`src/rtl/multicycle_ctrl.sv`:
```
// Multi-cycle control FSM for the 8-bit two-register CPU: sequences
// FETCH/DECODE/EXEC/MEM/WB and strobes the PC, IR, ALU, register file and memories.
module multicycle_ctrl #(
  parameter int MEM_TIMEOUT = 16,
  parameter int CNT_W       = 16
) (
  input  logic             clk,
  input  logic             rst_n,
  input  logic             start,
  input  logic [2:0]       opcode,
  input  logic             rt,
  input  logic             rs,
  input  logic [2:0]       aux,
  input  logic             rs_zero,
  input  logic             imem_ack,
  input  logic             dmem_ack,
  output logic             imem_req,
  output logic             dmem_req,
  output logic             dmem_we,
  output logic             ir_we,
  output logic             pc_we,
  output logic             pc_src,
  output logic [1:0]       alu_op,
  output logic             alu_src_imm,
  output logic             rf_we,
  output logic             rf_wsel,
  output logic             wb_src,
  output logic [2:0]       state,
  output logic             halted,
  output logic             err,
  output logic [CNT_W-1:0] instr_count
);

  // Handshake: a request stays high from the cycle its state is entered until
  // the cycle the matching ack is seen; acks while the request is low are ignored.
  typedef enum logic [2:0] {
    S_IDLE = 3'd0, S_FETCH = 3'd1, S_DECODE = 3'd2, S_EXEC = 3'd3,
    S_MEM  = 3'd4, S_WB    = 3'd5, S_HALT   = 3'd6, S_ERR  = 3'd7
  } state_t;

  localparam logic [2:0] OP_ADD  = 3'b000;
  localparam logic [2:0] OP_SUB  = 3'b001;
  localparam logic [2:0] OP_AND  = 3'b010;
  localparam logic [2:0] OP_ADDI = 3'b011;
  localparam logic [2:0] OP_LD   = 3'b100;
  localparam logic [2:0] OP_ST   = 3'b101;
  localparam logic [2:0] OP_BEQZ = 3'b110;
  localparam logic [2:0] OP_HALT = 3'b111;

  localparam int TW = (MEM_TIMEOUT < 2) ? 1 : $clog2(MEM_TIMEOUT);
  localparam logic [TW-1:0]    TMO_LAST = TW'(MEM_TIMEOUT - 1);
  localparam logic [CNT_W-1:0] CNT_MAX  = '1;

  state_t           state_q, state_d;
  logic [TW-1:0]    tmo_q, tmo_d;
  logic [CNT_W-1:0] cnt_q, cnt_d;
  logic             retire;
  logic             imem_req_q, imem_req_d, dmem_req_q, dmem_req_d, dmem_we_q, dmem_we_d;
  logic [1:0]       alu_op_q, alu_op_d;
  logic             alu_src_imm_q, alu_src_imm_d, rf_we_q, rf_we_d;
  logic             rf_wsel_q, rf_wsel_d, wb_src_q, wb_src_d, halted_q, halted_d;
  logic             err_q, err_d, branch_taken;

  always_comb begin
    state_d = state_q;
    tmo_d   = tmo_q;
    retire  = 1'b0;
    case (state_q)
      S_IDLE: if (start) begin
        state_d = S_FETCH;
        tmo_d   = '0;
      end
      S_FETCH: begin
        if (imem_ack)               state_d = S_DECODE;
        else if (tmo_q == TMO_LAST) state_d = S_ERR;
        else                        tmo_d   = tmo_q + 1'b1;
      end
      S_DECODE: begin
        if (opcode == OP_HALT) begin
          state_d = S_HALT;
          retire  = 1'b1;
        end else begin
          state_d = S_EXEC;
        end
      end
      S_EXEC: begin
        tmo_d = '0;
        if (opcode == OP_LD || opcode == OP_ST) begin
          state_d = S_MEM;
        end else if (opcode == OP_BEQZ) begin
          state_d = S_FETCH;
          retire  = 1'b1;
        end else begin
          state_d = S_WB;
        end
      end
      S_MEM: begin
        if (dmem_ack) begin
          if (opcode == OP_ST) begin
            state_d = S_FETCH;
            retire  = 1'b1;
            tmo_d   = '0;
          end else begin
            state_d = S_WB;
          end
        end else if (tmo_q == TMO_LAST) begin
          state_d = S_ERR;
        end else begin
          tmo_d = tmo_q + 1'b1;
        end
      end
      S_WB: begin
        state_d = S_FETCH;
        retire  = 1'b1;
        tmo_d   = '0;
      end
      default: state_d = state_q;
    endcase

    cnt_d = (retire && cnt_q != CNT_MAX) ? cnt_q + 1'b1 : cnt_q;

    // Outputs are registered from the next state so they line up with state_q.
    imem_req_d    = (state_d == S_FETCH);
    dmem_req_d    = (state_d == S_MEM);
    dmem_we_d     = (state_d == S_MEM) && (opcode == OP_ST);
    alu_op_d      = 2'b00;
    alu_src_imm_d = 1'b0;
    if (state_d == S_EXEC) begin
      case (opcode)
        OP_SUB:                alu_op_d = 2'b01;
        OP_AND:                alu_op_d = 2'b10;
        default:               alu_op_d = 2'b00;
      endcase
      alu_src_imm_d = (opcode == OP_ADDI) || (opcode == OP_LD) || (opcode == OP_ST);
    end
    rf_we_d   = (state_d == S_WB);
    rf_wsel_d = (state_d == S_WB) ? rt : 1'b0;
    wb_src_d  = (state_d == S_WB) && (opcode == OP_LD);
    halted_d  = (state_d == S_HALT);
    err_d     = (state_d == S_ERR);
  end

  always_ff @(posedge clk or negedge rst_n) begin
    if (!rst_n) begin
      state_q       <= S_IDLE;
      tmo_q         <= '0;
      cnt_q         <= '0;
      imem_req_q    <= 1'b0;
      dmem_req_q    <= 1'b0;
      dmem_we_q     <= 1'b0;
      alu_op_q      <= 2'b00;
      alu_src_imm_q <= 1'b0;
      rf_we_q       <= 1'b0;
      rf_wsel_q     <= 1'b0;
      wb_src_q      <= 1'b0;
      halted_q      <= 1'b0;
      err_q         <= 1'b0;
    end else begin
      state_q       <= state_d;
      tmo_q         <= tmo_d;
      cnt_q         <= cnt_d;
      imem_req_q    <= imem_req_d;
      dmem_req_q    <= dmem_req_d;
      dmem_we_q     <= dmem_we_d;
      alu_op_q      <= alu_op_d;
      alu_src_imm_q <= alu_src_imm_d;
      rf_we_q       <= rf_we_d;
      rf_wsel_q     <= rf_wsel_d;
      wb_src_q      <= wb_src_d;
      halted_q      <= halted_d;
      err_q         <= err_d;
    end
  end

  // Ack- and flag-driven PC/IR strobes must land in the same cycle they are seen.
  assign branch_taken = (state_q == S_EXEC) && (opcode == OP_BEQZ) && rs_zero;
  assign ir_we        = (state_q == S_FETCH) && imem_ack;
  assign pc_we        = ir_we || branch_taken;
  assign pc_src       = branch_taken;

  assign imem_req    = imem_req_q;
  assign dmem_req    = dmem_req_q;
  assign dmem_we     = dmem_we_q;
  assign alu_op      = alu_op_q;
  assign alu_src_imm = alu_src_imm_q;
  assign rf_we       = rf_we_q;
  assign rf_wsel     = rf_wsel_q;
  assign wb_src      = wb_src_q;
  assign state       = state_q;
  assign halted      = halted_q;
  assign err         = err_q;
  assign instr_count = cnt_q;

endmodule

```
`config.mk`:
```
export PLATFORM = sky130hd
export DESIGN_NAME = multicycle_ctrl
export DESIGN_NICKNAME = d
export VERILOG_FILES = /design/src/rtl/multicycle_ctrl.sv
export SDC_FILE = /design/constraint.sdc
export NUM_CORES = 1
export LEC_CHECK = 0
export CAP_MARGIN = 20
export CORE_MARGIN = 5
export CORE_UTILIZATION = 40
export CTS_BUF_LIST = sky130_fd_sc_hd__clkbuf_8
export CTS_CLUSTER_DIAMETER = 100
export CTS_CLUSTER_SIZE = 12
export DETAILED_ROUTE_END_ITERATION = 10
export PLACE_DENSITY = 0.82
export SLEW_MARGIN = 20
export SYNTH_ARGS = -nofsm -noshare
export SYNTH_HDL_FRONTEND = slang
export SYNTH_SLANG_ARGS = --single-unit
```
`constraint.sdc`:
```
create_clock -name clk -period 1.94 [get_ports clk]
set_clock_uncertainty 0.2 [all_clocks]
set_input_delay 0.388 -clock clk [delete_from_list [all_inputs] [get_ports clk]]
set_output_delay 0.388 -clock clk [all_outputs]
set_load 0.005 [all_outputs]
```
* Word level (Yosys, flattened, before mapping)
Index checks and enable logic that the tools add are counted.
** Word-level totals
- Flip-flop bits (word level) :: 34
- Input port bits :: 14
- Logic and storage cells :: 77
** Cells by class
- Add/sub/neg operators :: 2
- Eq/ne operators :: 23
- Muxes and demuxes :: 25
- Reductions and logical operators :: 14
** Operator list (count)
- equality test 3 bit (second input constant) :: 10
- two-way mux 3 bit :: 8
- two-way mux 4 bit :: 5
- case mux 3 bit (6 select lines) :: 1
- adder 16 x 1 -> 16 bit (second input constant) :: 1
- inequality test 16 bit (second input constant) :: 1
- case mux 4 bit (4 select lines) :: 1
- equality test 3 x 2 -> 1 bit (second input constant) :: 5
- equality test 3 x 1 -> 1 bit (second input constant) :: 3
- two-way mux 1 bit :: 7
- logical AND 1 bit :: 6
- adder 4 x 1 -> 4 bit (second input constant) :: 1
- equality test 4 bit (second input constant) :: 1
- logical OR 1 bit :: 4
- inequality test 2 bit (second input constant) :: 2
- case mux 1 bit (4 select lines) :: 1
- case mux 2 bit (2 select lines) :: 1
- AND reduction 4 bit :: 1
- nonzero test 4 bit :: 1
- zero test 3 bit :: 1
- inequality test 3 bit (second input constant) :: 1
- two-way mux 2 bit :: 1
- OR reduction 2 bit :: 1

* Logic depth before layout (Yosys ltp)
Gate-level depths: netlist of run 1.
- Depth after elaboration :: 6
- Depth in mapped cells :: 7
- Mapped depth without buffers :: 7

* Worst setup path before layout of run 1
Ideal clock, no wire load.
- Path kind :: register to register
- Start :: register tmo_q[0]
- End :: register wb_src_q (netlist: wb_src)
- Library setup time :: 121 ps
- Arrival time :: 1597 ps
- Path slack :: 22 ps
- Cell stages (with the launch flop) :: 8
- Buffers on the path :: 0
- Cell sequence :: dfrtp_1 > ha_1 > and3_1 > o21ai_0 > a31oi_2 > nor2_2 > inv_2 > and4b_1
** Between the ends
- Cells in the longest elaborated chain, start to end :: 6
- Elaborated cells between the ends (all ways) :: 7
- Those cells by class :: 2 x eq/ne; 4 x mux; 1 x reduce/logical
** Ends and longest elaborated chain
- start, declared :: RTL line 55 : logic [TW-1:0] tmo_q, tmo_d;
- start signal, assigned :: RTL line 160 : tmo_q <= tmo_d;
- equality test 4 bit * :: RTL line 75, 106
- two-way mux 3 bit * :: RTL line 75, 106
- two-way mux 3 bit (on tied branches) :: RTL line 98, 74
- case mux 3 bit (6 select lines) * :: RTL line 68 : case (state_q)
- via state_d[0] :: RTL line 54 : state_t state_q, state_d;
- equality test 3 bit * :: RTL line 138 : wb_src_d = (state_d == S_WB) && (opcode == OP_LD);
- logical AND 1 bit * :: RTL line 138
- via wb_src_d :: RTL line 61 : logic rf_wsel_q, rf_wsel_d, wb_src_q, wb_src_d, halted_q, halted_d;
- end signal, assigned :: RTL line 169 : wb_src_q <= wb_src_d;
- end, declared :: RTL line 61
Mark *: on every way through the listed nets, which the timed path passes. The rest lies on a longest branch.
A chain may end at the register's enable or synchronous reset.

* Final worst setup path of run 1
- Start :: register state_q[1] (netlist: state[1])
- End :: output port pc_we
** Between the ends
- Cells in the longest elaborated chain, start to end :: 4
- Elaborated cells between the ends (all ways) :: 6
- Those cells by class :: 2 x eq/ne; 4 x reduce/logical
** Ends and longest elaborated chain
- start, declared :: RTL line 54
- start signal, assigned :: RTL line 159 : state_q <= state_d;
- equality test 3 x 2 -> 1 bit :: RTL line 176 : assign branch_taken = (state_q == S_EXEC) && (opcode == OP_BEQZ) && rs_zero;
- logical AND 1 bit (2 in series) :: RTL line 176
- logical OR 1 bit * :: RTL line 178 : assign pc_we = ir_we || branch_taken;
- end, declared :: RTL line 21 : output logic pc_we,
Mark *: on every way between the ends. The rest lies on a longest branch, timed or not.

==> results of run 1 <==
==> power by group through the flow <==
stage / Combinational (uW) / Sequential, uW / Clock, uW
global route: 1470 / 938 / 527
detailed placement: 1200 / 932 / 0
floorplan: 640 / 939 / 0
finish: 1340 / 922 / 488
global placement: 1170 / 931 / 0
CTS: 1290 / 917 / 500
==> layout make-up <==
class,instances,area (um2)
Clock inverter,2,10.0
Tap cell,52,65.1
Sequential cell,34,852
Multi-Input combinational cell,128,976
Timing Repair Buffer,79,716
Clock buffer,5,68.8
Inverter,6,25.0
Fill cell,362,1670
==> through the flow <==
stage | instance area [um2] | hold slack [ns]
floorplan | 1830 | -0.108
global placement | 2480 | 0.284
detailed placement | 2480 | 0.297
CTS | 2640 | 0.310
global route | 2710 | 0.278
finish | 2710 | 0.254
==> critical path: stages (launching register included) <==
cell                      delay [ns]
sky130_fd_sc_hd__dfrtp_1        0.39
sky130_fd_sc_hd__buf_4          0.14
sky130_fd_sc_hd__and4b_1        0.18
sky130_fd_sc_hd__and4b_1        0.19
sky130_fd_sc_hd__or2_4          0.23
sky130_fd_sc_hd__buf_6          0.11
==> per-layer routing <==
| layer | up-vias | part of all wire | GRT usage |
|---|---|---|---|
| met4 | 0 | 0.0093 | 0.0447 |
| li1 | 788 | - | - |
| met5 | - | 0 | 0 |
| met2 | 51 | 0.50 | 0.241 |
| met3 | 4 | 0.068 | 0.0440 |
| met1 | 788 | 0.42 | 0.165 |
==> placed cells by master, fill, tap and decap left out, drive strengths merged, types with 5 or more instances in the layout <==
cell type and instances:
and3 9, o21ai 7, inv 6, clkbuf 6
xnor2 15, nor2 10, buf 38, nor3 5
dfrtp 34, clkdlybuf4s50 36, a21oi 5, nand2 6
nand3 19
==> what timing repair did <==
item | 4_1_cts | 5_1_grt
resized for setup | 22 | 17
setup endpoints to repair | 24 | 36
buffers inserted | 6 | 3
cloned | 0 | 1
pin swaps | 5 | 2
==> worst min path at each step <==
stage	from	to	slack [ns]
final	opcode[1]	alu_op[0]$_DFF_PN0_	0.25
after global routing	opcode[1]	alu_op[0]$_DFF_PN0_	0.28
after CTS	instr_count[13]$_DFFE_PN0P_	instr_count[13]$_DFFE_PN0P_	0.31
after detailed placement	instr_count[13]$_DFFE_PN0P_	instr_count[13]$_DFFE_PN0P_	0.30
after global placement	instr_count[9]$_DFFE_PN0P_	instr_count[9]$_DFFE_PN0P_	0.28
after floorplan	rst_n	alu_op[0]$_DFF_PN0_	-0.11
==> kinds of logic (layout without fill, tap and decap cells) <==
logic type               Yosys count  count (layout)  synth area share
AO/OA/AOI/OAI                     25              25             0.108
XOR/XNOR                          16              16            0.0767
adder cells (fa/ha/maj)            3               3            0.0206
buffers and inverters             11              92            0.0308
flip-flops                        34              34             0.466
multiplexers                       1               1           0.00616
AND/OR/NAND/NOR                   83              83             0.292
==> sequential cells by signal, summed over array words and instances, names as in the netlist, 2 cells and up <==
name,cells
state,3
alu_op,2
instr_count,16
tmo_q,4
==> results.cfg, run 1 <==
[synth]
synth_cells = 173
post_synth_num_cell_types = 45
syn_warnings = 0
yosys_register_bits = 34
synth.largest_area_cell = sky130_fd_sc_hd__dfrtp_1
synth_most_common_cell = sky130_fd_sc_hd__dfrtp_1
yosys-top-cells-count = 34 x sky130_fd_sc_hd__dfrtp_1, 19 x sky130_fd_sc_hd__nand3_1, 15 x sky130_fd_sc_hd__xnor2_1, 9 x sky130_fd_sc_hd__and3_1, 9 x sky130_fd_sc_hd__nor2_1
synthArstFlopShare = 1.00
synth_top_area_frac = 0.466
postSynthAreaPerCell_um2 = 10.6
synth_flop_cell = sky130_fd_sc_hd__dfrtp_1
post_synth_instance_area_um2 = 1830
ys_seq_area_frac = 0.466
synth_enable_flop_cells = 0
synth_top_cells_by_area = sky130_fd_sc_hd__dfrtp_1 47%, sky130_fd_sc_hd__xnor2_1 7.2%, sky130_fd_sc_hd__nand3_1 5.2%, sky130_fd_sc_hd__and3_1 3.1%, sky130_fd_sc_hd__and4b_1 2.2%
net_count_of_the_mapped_netlist = 190

[clock_network]
clk_root_buffer_cell = sky130_fd_sc_hd__clkbuf_8
cts_tree = built
clock_path_buffers = 2
tritoncts.num_buffers = 5
clk_pin_slew_worst_paths_ns = 0.07
htree_num_levels = 2
clk-insertion-delay-late_ns = 0.28
clock_sinks = 34
cts_hold_buffers_added = 0

[place]
finalWeightedCongestion = 0.819
post-dp-hpwl_um = 3060
placed_cells = 289
buffer_ports.inserted = 42
detailedPlace.worstSlack_ns = -0.593

[grt]
number_of_antenna_violations_at_the_first_check_in_global_routing = 0
groute.usage.overall = 0.140
pin_count_of_the_biggest_net_entering_global_routing = 35
grt.overflow.total = 0
first_pass_grt_wire_length_um = 6910
first_global_vias = 1579

[drt]
detail_route.vias_per_cell = 5.33
first_pass_iters = 4
routed_wire_length_um = 4300
drt-initial-drc-count = 66
vias = 1631
antenna_violating_nets_post_route = 0
drc = 0
routedWlPerCell_um = 14.1

[power_and_ir_drop]
total_switching_power_uw = 970
leakagePower_uw = 0.00121
power_uw = 2750
p_seq_frac = 0.335
clock_power_share = 0.177
intPower_uw = 1780
irDropWorstVdd_uv = 719
power.share.switching = 0.352
cellPowerDensity_nw_per_um2 = 1010
power.share.combinational = 0.488

[die]
ios = 47
floorplan.initialDensity = 0.417
rows = 24
core_um2 = 4380
width_of_the_die_um = 77.6
floorplan.die_area_um2 = 6020
die_y_um = 77.6

[critical_path]
worst-endpoint-arrival_ns = 1.53
startpoint_type = register
r2r_setup_slack_ns = -0.07
endpoint_kind = output port
crit_path_max_fanout = 2
timing.rr.end = halted$_DFF_PN0_
crit_path_end = pc_we
cp_data_required_time_ns = 1.35
classification_of_the_worst_setup_path = register to output port
worst_setup_path_startpoint = state[1]$_DFF_PN0_
worst_r2r_path_depth = 8
r2r-start = state[1]$_DFF_PN0_

[timing]
grt_setup_unrepaired = yes
max_slew.worst_pin.slew_ns = 0.411
final_min_period_over_clock_period = 1.09
max_freq_mhz = 472
worst_slew_margin = 0.726
min_period_ns = 2.12
setup_slack_ns = -0.178
final-hold-violation-count = 0
final-max-slew-violation-count = 0
setup_viol = 13
setup-tns-final_ns = -0.677

[job]
timing.max_cap.violations = 0

[status]
outcome = finished with violations
failed_checks = setup timing

[layout]
finish.net_count = 271
flow.area_growth_from_synthesis_pct = 48.5
drive_above_1_share = 0.299
inserted_diodes = 0
stdcell_count = 306
postLayoutCoreUtil = 0.619

[min_path]
hold_class = input port to register
whs_path_depth = 3
Note: power is estimated with default switching activity, not from simulation.
==> inputs of run 2 (changes only) <==
--- a/config.mk
+++ b/config.mk
@@ -12,7 +12,9 @@
 export CTS_CLUSTER_DIAMETER = 100
 export CTS_CLUSTER_SIZE = 12
 export DETAILED_ROUTE_END_ITERATION = 10
+export HOLD_SLACK_MARGIN = 0.06
 export PLACE_DENSITY = 0.82
+export SETUP_SLACK_MARGIN = 0.3
 export SLEW_MARGIN = 20
 export SYNTH_ARGS = -nofsm -noshare
 export SYNTH_HDL_FRONTEND = slang
==> results.cfg, run 2 (synthesis results as in run 1) <==
[critical_path]
classification_of_the_worst_setup_path = register to register
critical_path.max_stage_delay_ns = 0.44
r2r-start = state[1]$_DFF_PN0_
cp_data_required_time_ns = 1.96
timing.critical_path.max_delay_family = simple AND/OR/NAND/NOR gates
cell_by_cell_trace_of_the_critical_path = buf_6 > buf_6 > and2b_2 > nand4b_1 > a21o_1 > and2_4 > inv_8 > and3_1
r2r_setup_slack_ns = -0.10
endpoint_kind = register
worst-endpoint-arrival_ns = 2.06
worst_r2r_path_depth = 8
most_used_cell_along_the_critical_path = sky130_fd_sc_hd__buf_6
startpoint_type = register
timing.rr.end = halted$_DFF_PN0_
worstPathBufferInverterCount = 3
slowest_stage = sky130_fd_sc_hd__dfrtp_2
crit_path_max_fanout = 6

[grt]
grt.busiest_layer = met2
globalRouteMet2Util = 0.326
first_pass_grt_wire_length_um = 8870
pin_count_of_the_biggest_net_entering_global_routing = 35
number_of_antenna_violations_at_the_first_check_in_global_routing = 0
first_global_vias = 1934
grt.overflow.total = 0
groute.usage.overall = 0.179
global_route.usage.met3 = 0.0417
grt_use_met1 = 0.201

[die]
rows = 24
ios = 47
floorplan.initialDensity = 0.417
die_y_um = 77.6
width_of_the_die_um = 77.6
core_um2 = 4380
floorplan.die_area_um2 = 6020

[layout]
drive_above_1_share = 0.491
stdcell_count = 335
finish.net_count = 299
nFillCells = 299
largest_reg_flops = 16
final_cell_mix = 44 x sky130_fd_sc_hd__buf_4, 31 x sky130_fd_sc_hd__dfrtp_1, 28 x sky130_fd_sc_hd__dlygate4sd2_1
postLayoutCoreUtil = 0.736
inserted_diodes = 0
layout.area.seq_um2 = 855
flow.area_growth_from_synthesis_pct = 76.7
final_common_cell = sky130_fd_sc_hd__buf_4
multi_input_comb_area_um2 = 1210

[drt]
routed_wire_length_um = 5550
antenna_violating_nets_post_route = 0
routedWlPerCell_um = 16.6
vias = 1805
detail_route.vias_per_cell = 5.39
drc = 0
first_pass_iters = 4
drt-initial-drc-count = 50

[power_and_ir_drop]
leakagePower_uw = 0.00154
power.share.combinational = 0.575
total_switching_power_uw = 1270
irDropWorstVdd_uv = 723
clock_power_share = 0.155
power.share.switching = 0.371
cellPowerDensity_nw_per_um2 = 1060
intPower_uw = 2160
p_seq_frac = 0.270

[clock_network]
clock_sinks = 34
clk-insertion-delay-late_ns = 0.28
htree_num_levels = 2
cts_tree = built
tritoncts.num_buffers = 5
clk_root_buffer_cell = sky130_fd_sc_hd__clkbuf_8
clk_pin_slew_worst_paths_ns = 0.07
clock_path_buffers = 2

[place]
finalWeightedCongestion = 0.793
detailedPlace.worstSlack_ns = -0.533
placed_cells = 292
buffer_ports.inserted = 42
post-dp-hpwl_um = 3200

[timing]
max_slew.worst_pin.slew_ns = 0.491
max_freq_mhz = 490
worst_slew_margin = 0.671
min_period_ns = 2.04
final-hold-violation-count = 0
setup-tns-final_ns = -1.23
setup_slack_ns = -0.101
final-max-slew-violation-count = 0
final_min_period_over_clock_period = 1.05
timing.hold.ws_ns = 0.312
setup_viol = 29
grt_setup_unrepaired = yes

[status]
failed_checks = setup timing
outcome = finished with violations

[job]
timing.max_cap.violations = 0

[min_path]
hold_class = input port to async pin
## run 2: cell count changes in the layout (fill, tap and decap cells not counted), sizes merged
cell / delta
clkdlybuf4s50: -31
clkdlybuf4s15: +2
dlygate4sd2: +26
inv: +1
buf: +33
clkbuf: +1
clkinv: -1
dlymetal6s2s: -2
## run 2: how the worst max path moves through the flow
stage | slack (ns) | startpoint | to | depth (start not counted)
3_3_place_gp | -0.52 | opcode[1] | pc_we | 5
3_5_place_dp | -0.53 | opcode[1] | pc_we | 5
5_1_grt | -0.14 | state[1]$_DFF_PN0_ | pc_we | 7
4_1_cts | -0.09 | state[1]$_DFF_PN0_ | pc_we | 4
2_1_floorplan | 0.19 | tmo_q[0]$_DFFE_PN0P_ | wb_src$_DFF_PN0_ | 7
6_report | -0.10 | state[1]$_DFF_PN0_ | halted$_DFF_PN0_ | 8
## run 2: repair_timing
action	4_1_cts	5_1_grt
gates resized for setup	89	36
setup buffers	29	4
pin swaps	20	23
setup endpoints to repair	66	40
hold buffers	0	0
gates cloned	2	0
## run 2: power groups by stage
| stage | Clock [uW] | Combinational (uW) | Sequential [uW] |
|---|---|---|---|
| detailed placement | 0 | 1350 | 945 |
| finish | 532 | 1970 | 928 |
| CTS | 541 | 1720 | 921 |
| global placement | 0 | 1310 | 942 |
| global route | 568 | 2110 | 943 |
| floorplan | 0 | 742 | 945 |
## run 2: routing by layer
metal | part of all wire | vias up | wire, um
li1 | - | 840 | -
met1 | 0.38 | 902 | 2130
met2 | 0.54 | 50 | 3030
met3 | 0.050 | 13 | 278
met4 | 0.021 | 0 | 116
met5 | 0 | - | 0
## run 2: stage by stage
stage | power, uW | area [um2]
detailed placement | 2300 | 2630
CTS | 3180 | 3090
global placement | 2260 | 2630
global route | 3620 | 3230
finish | 3430 | 3230
floorplan | 1690 | 1960
## run 2: final cells by class
type,instances,share of cell area
clock buffer,6,0.0256
inverter,6,0.0101
sequential,34,0.265
multi-input combinational,128,0.376
clock inverter,2,0.00271
tap,52,0.0202
timing repair buffer,107,0.301
==> edit, RTL diff (settings of run 1) <==
Reset style: synchronous (`rst_n`), changed in one clocked block.
--- a/src/rtl/multicycle_ctrl.sv
+++ b/src/rtl/multicycle_ctrl.sv
@@ -141,5 +141,5 @@
   end
 
-  always_ff @(posedge clk or negedge rst_n) begin
+  always_ff @(posedge clk) begin
     if (!rst_n) begin
       state_q       <= S_IDLE;
Behaviour: differs if rst_n is asserted again (counterexample within 4 cycles, from zero or initial values and one cycle with rst_n low); with rst_n held inactive, the same outputs for 10 cycles.
==> edit against run 1 <==
- the flow still finishes with violations (negative setup slack)
- setup slack better by 0.014 ns
- first-iteration DRC count rose to 2.8 times the old value
- sequential cell count unchanged
- wire length up 62%
- hold slack better by 0.0088 ns
- register-to-register slack worse by 0.09 ns
- area after synthesis up 0.55%
- design area up 24%
Power is not compared: it rests on default switching activity, and its combinational part moved more than twofold at a synthesized area within 25%.
==> edit: results (changes against run 1) <==
[synthesis]
synthCells=219  ; was 173
ys_types=53  ; was 45
async_flop_share_pct=0  ; was 100%
synth.net_count=237  ; was 190
yosys.area_share.adder_pct=2.72  ; was 2.05%
synthTopCellsByArea=dfxtp_1 (37%), nand2_1 (5.1%), nor2_1 (4.9%), nand2b_1 (3.4%), xnor2_1 (3.3%)  ; was dfrtp_1 (47%), xnor2_1 (7.2%), nand3_1 (5.2%), and3_1 (3.1%), and4b_1 (2.2%)
ys_top_cells_by_count=dfxtp_1 (34), nand2_1 (25), nor2_1 (24)  ; was dfrtp_1 (34), nand3_1 (19), xnor2_1 (15)
synth_compound_area_share_pct=16.4  ; was 10.8%
synth_mux_area_share_pct=2.72  ; was 0.616%
synthXorXnorAreaFrac_pct=3.34  ; was 7.67%
ys_seq_area_share_pct=37.1  ; was 46.6%

[sta]
slew_headroom_pct=72.3  ; was 72.6%
setup_tns_ns=-2.03  ; was -0.677 ns
finalSetupViolations=30  ; was 13
setup_ws_ns=-0.164  ; was -0.178 ns

[placement]
dp_hpwl_mm=3.73  ; was 3.06 mm
place_area_um2=2670  ; was 2480 um^2
routabilityCongestion=0.927  ; was 0.819

[routing]
wl_met3_um=367  ; was 294 um
wl_met1_mm=2.80  ; was 1.81 mm
vias_per_cell=5.62  ; was 5.33
drt_iter0_drc=184  ; was 66
route.met2.wl_mm=3.62  ; was 2.16 mm
drt-wirelength-per-cell_um=18.2  ; was 14.1 um

[worst_setup_path]
crit_path_max_incr_delay_ns=0.46  ; was 0.39 ns
path_max_fanout=6  ; was 2
critical_path.endpoint=err  ; was pc_we
cp_slowest_cell=o41ai_4  ; was dfrtp_1
crit_family=compound AO/OA/AOI/OAI gates  ; was simple AND/OR/NAND/NOR gates
r2r_start=state[2]  ; was state[1]
cp.arrival_ns=2.13  ; was 1.53 ns

[hold_path]
min_to=alu_op[0]  ; unchanged

[grt]
grtUsageMet1_pct=22.9  ; was 16.5%
grtUsageMet2_pct=34.4  ; was 24.1%
grt_pass1_wl_mm=9.47  ; was 6.91 mm
first_global_vias=1989  ; was 1579
use_met3_pct=3.47  ; was 4.40%
track_usage_pct=19.3  ; was 14.0%

[cells_and_area]
finalNonFillerCells=384  ; was 306
fill_cells=247  ; was 362
drive_gt1_share_pct=49.1  ; was 29.9%
final_nets=349  ; was 271

[run_status]
violations=negative setup slack  ; unchanged
outcome=finished with violations  ; unchanged

[clock_network]
cts_setup_buffers=9  ; was 6

[edit: power groups by stage]
stage | Sequential (W) | Clock, W | Combinational (W)
floorplan | 0.000735 | 0 | 0.000158
global placement | 0.000735 | 0 | 0.000296
detailed placement | 0.000735 | 0 | 0.000298
CTS | 0.000721 | 0.000545 | 0.000360
global route | 0.000724 | 0.000583 | 0.000475
finish | 0.000723 | 0.000535 | 0.000448
[edit: cell type report]
type	count	area (um^2)	share of cell area (%)
multi-input combinational	165	1440	42.7
timing repair buffer	116	1030	30.7
sequential	34	702	20.8
clock buffer	6	82.6	2.45
tap	52	65.1	1.93
inverter	9	36.3	1.08
clock inverter	2	8.76	0.260
[edit: metrics by stage]
stage          worst slack, ns  hold WS [ns]
2_1_floorplan          -0.0112         0.259
3_3_place_gp            -0.566         0.276
3_5_place_dp            -0.629         0.286
4_1_cts                 -0.100         0.264
5_1_grt                 -0.248         0.279
6_report                -0.164         0.262
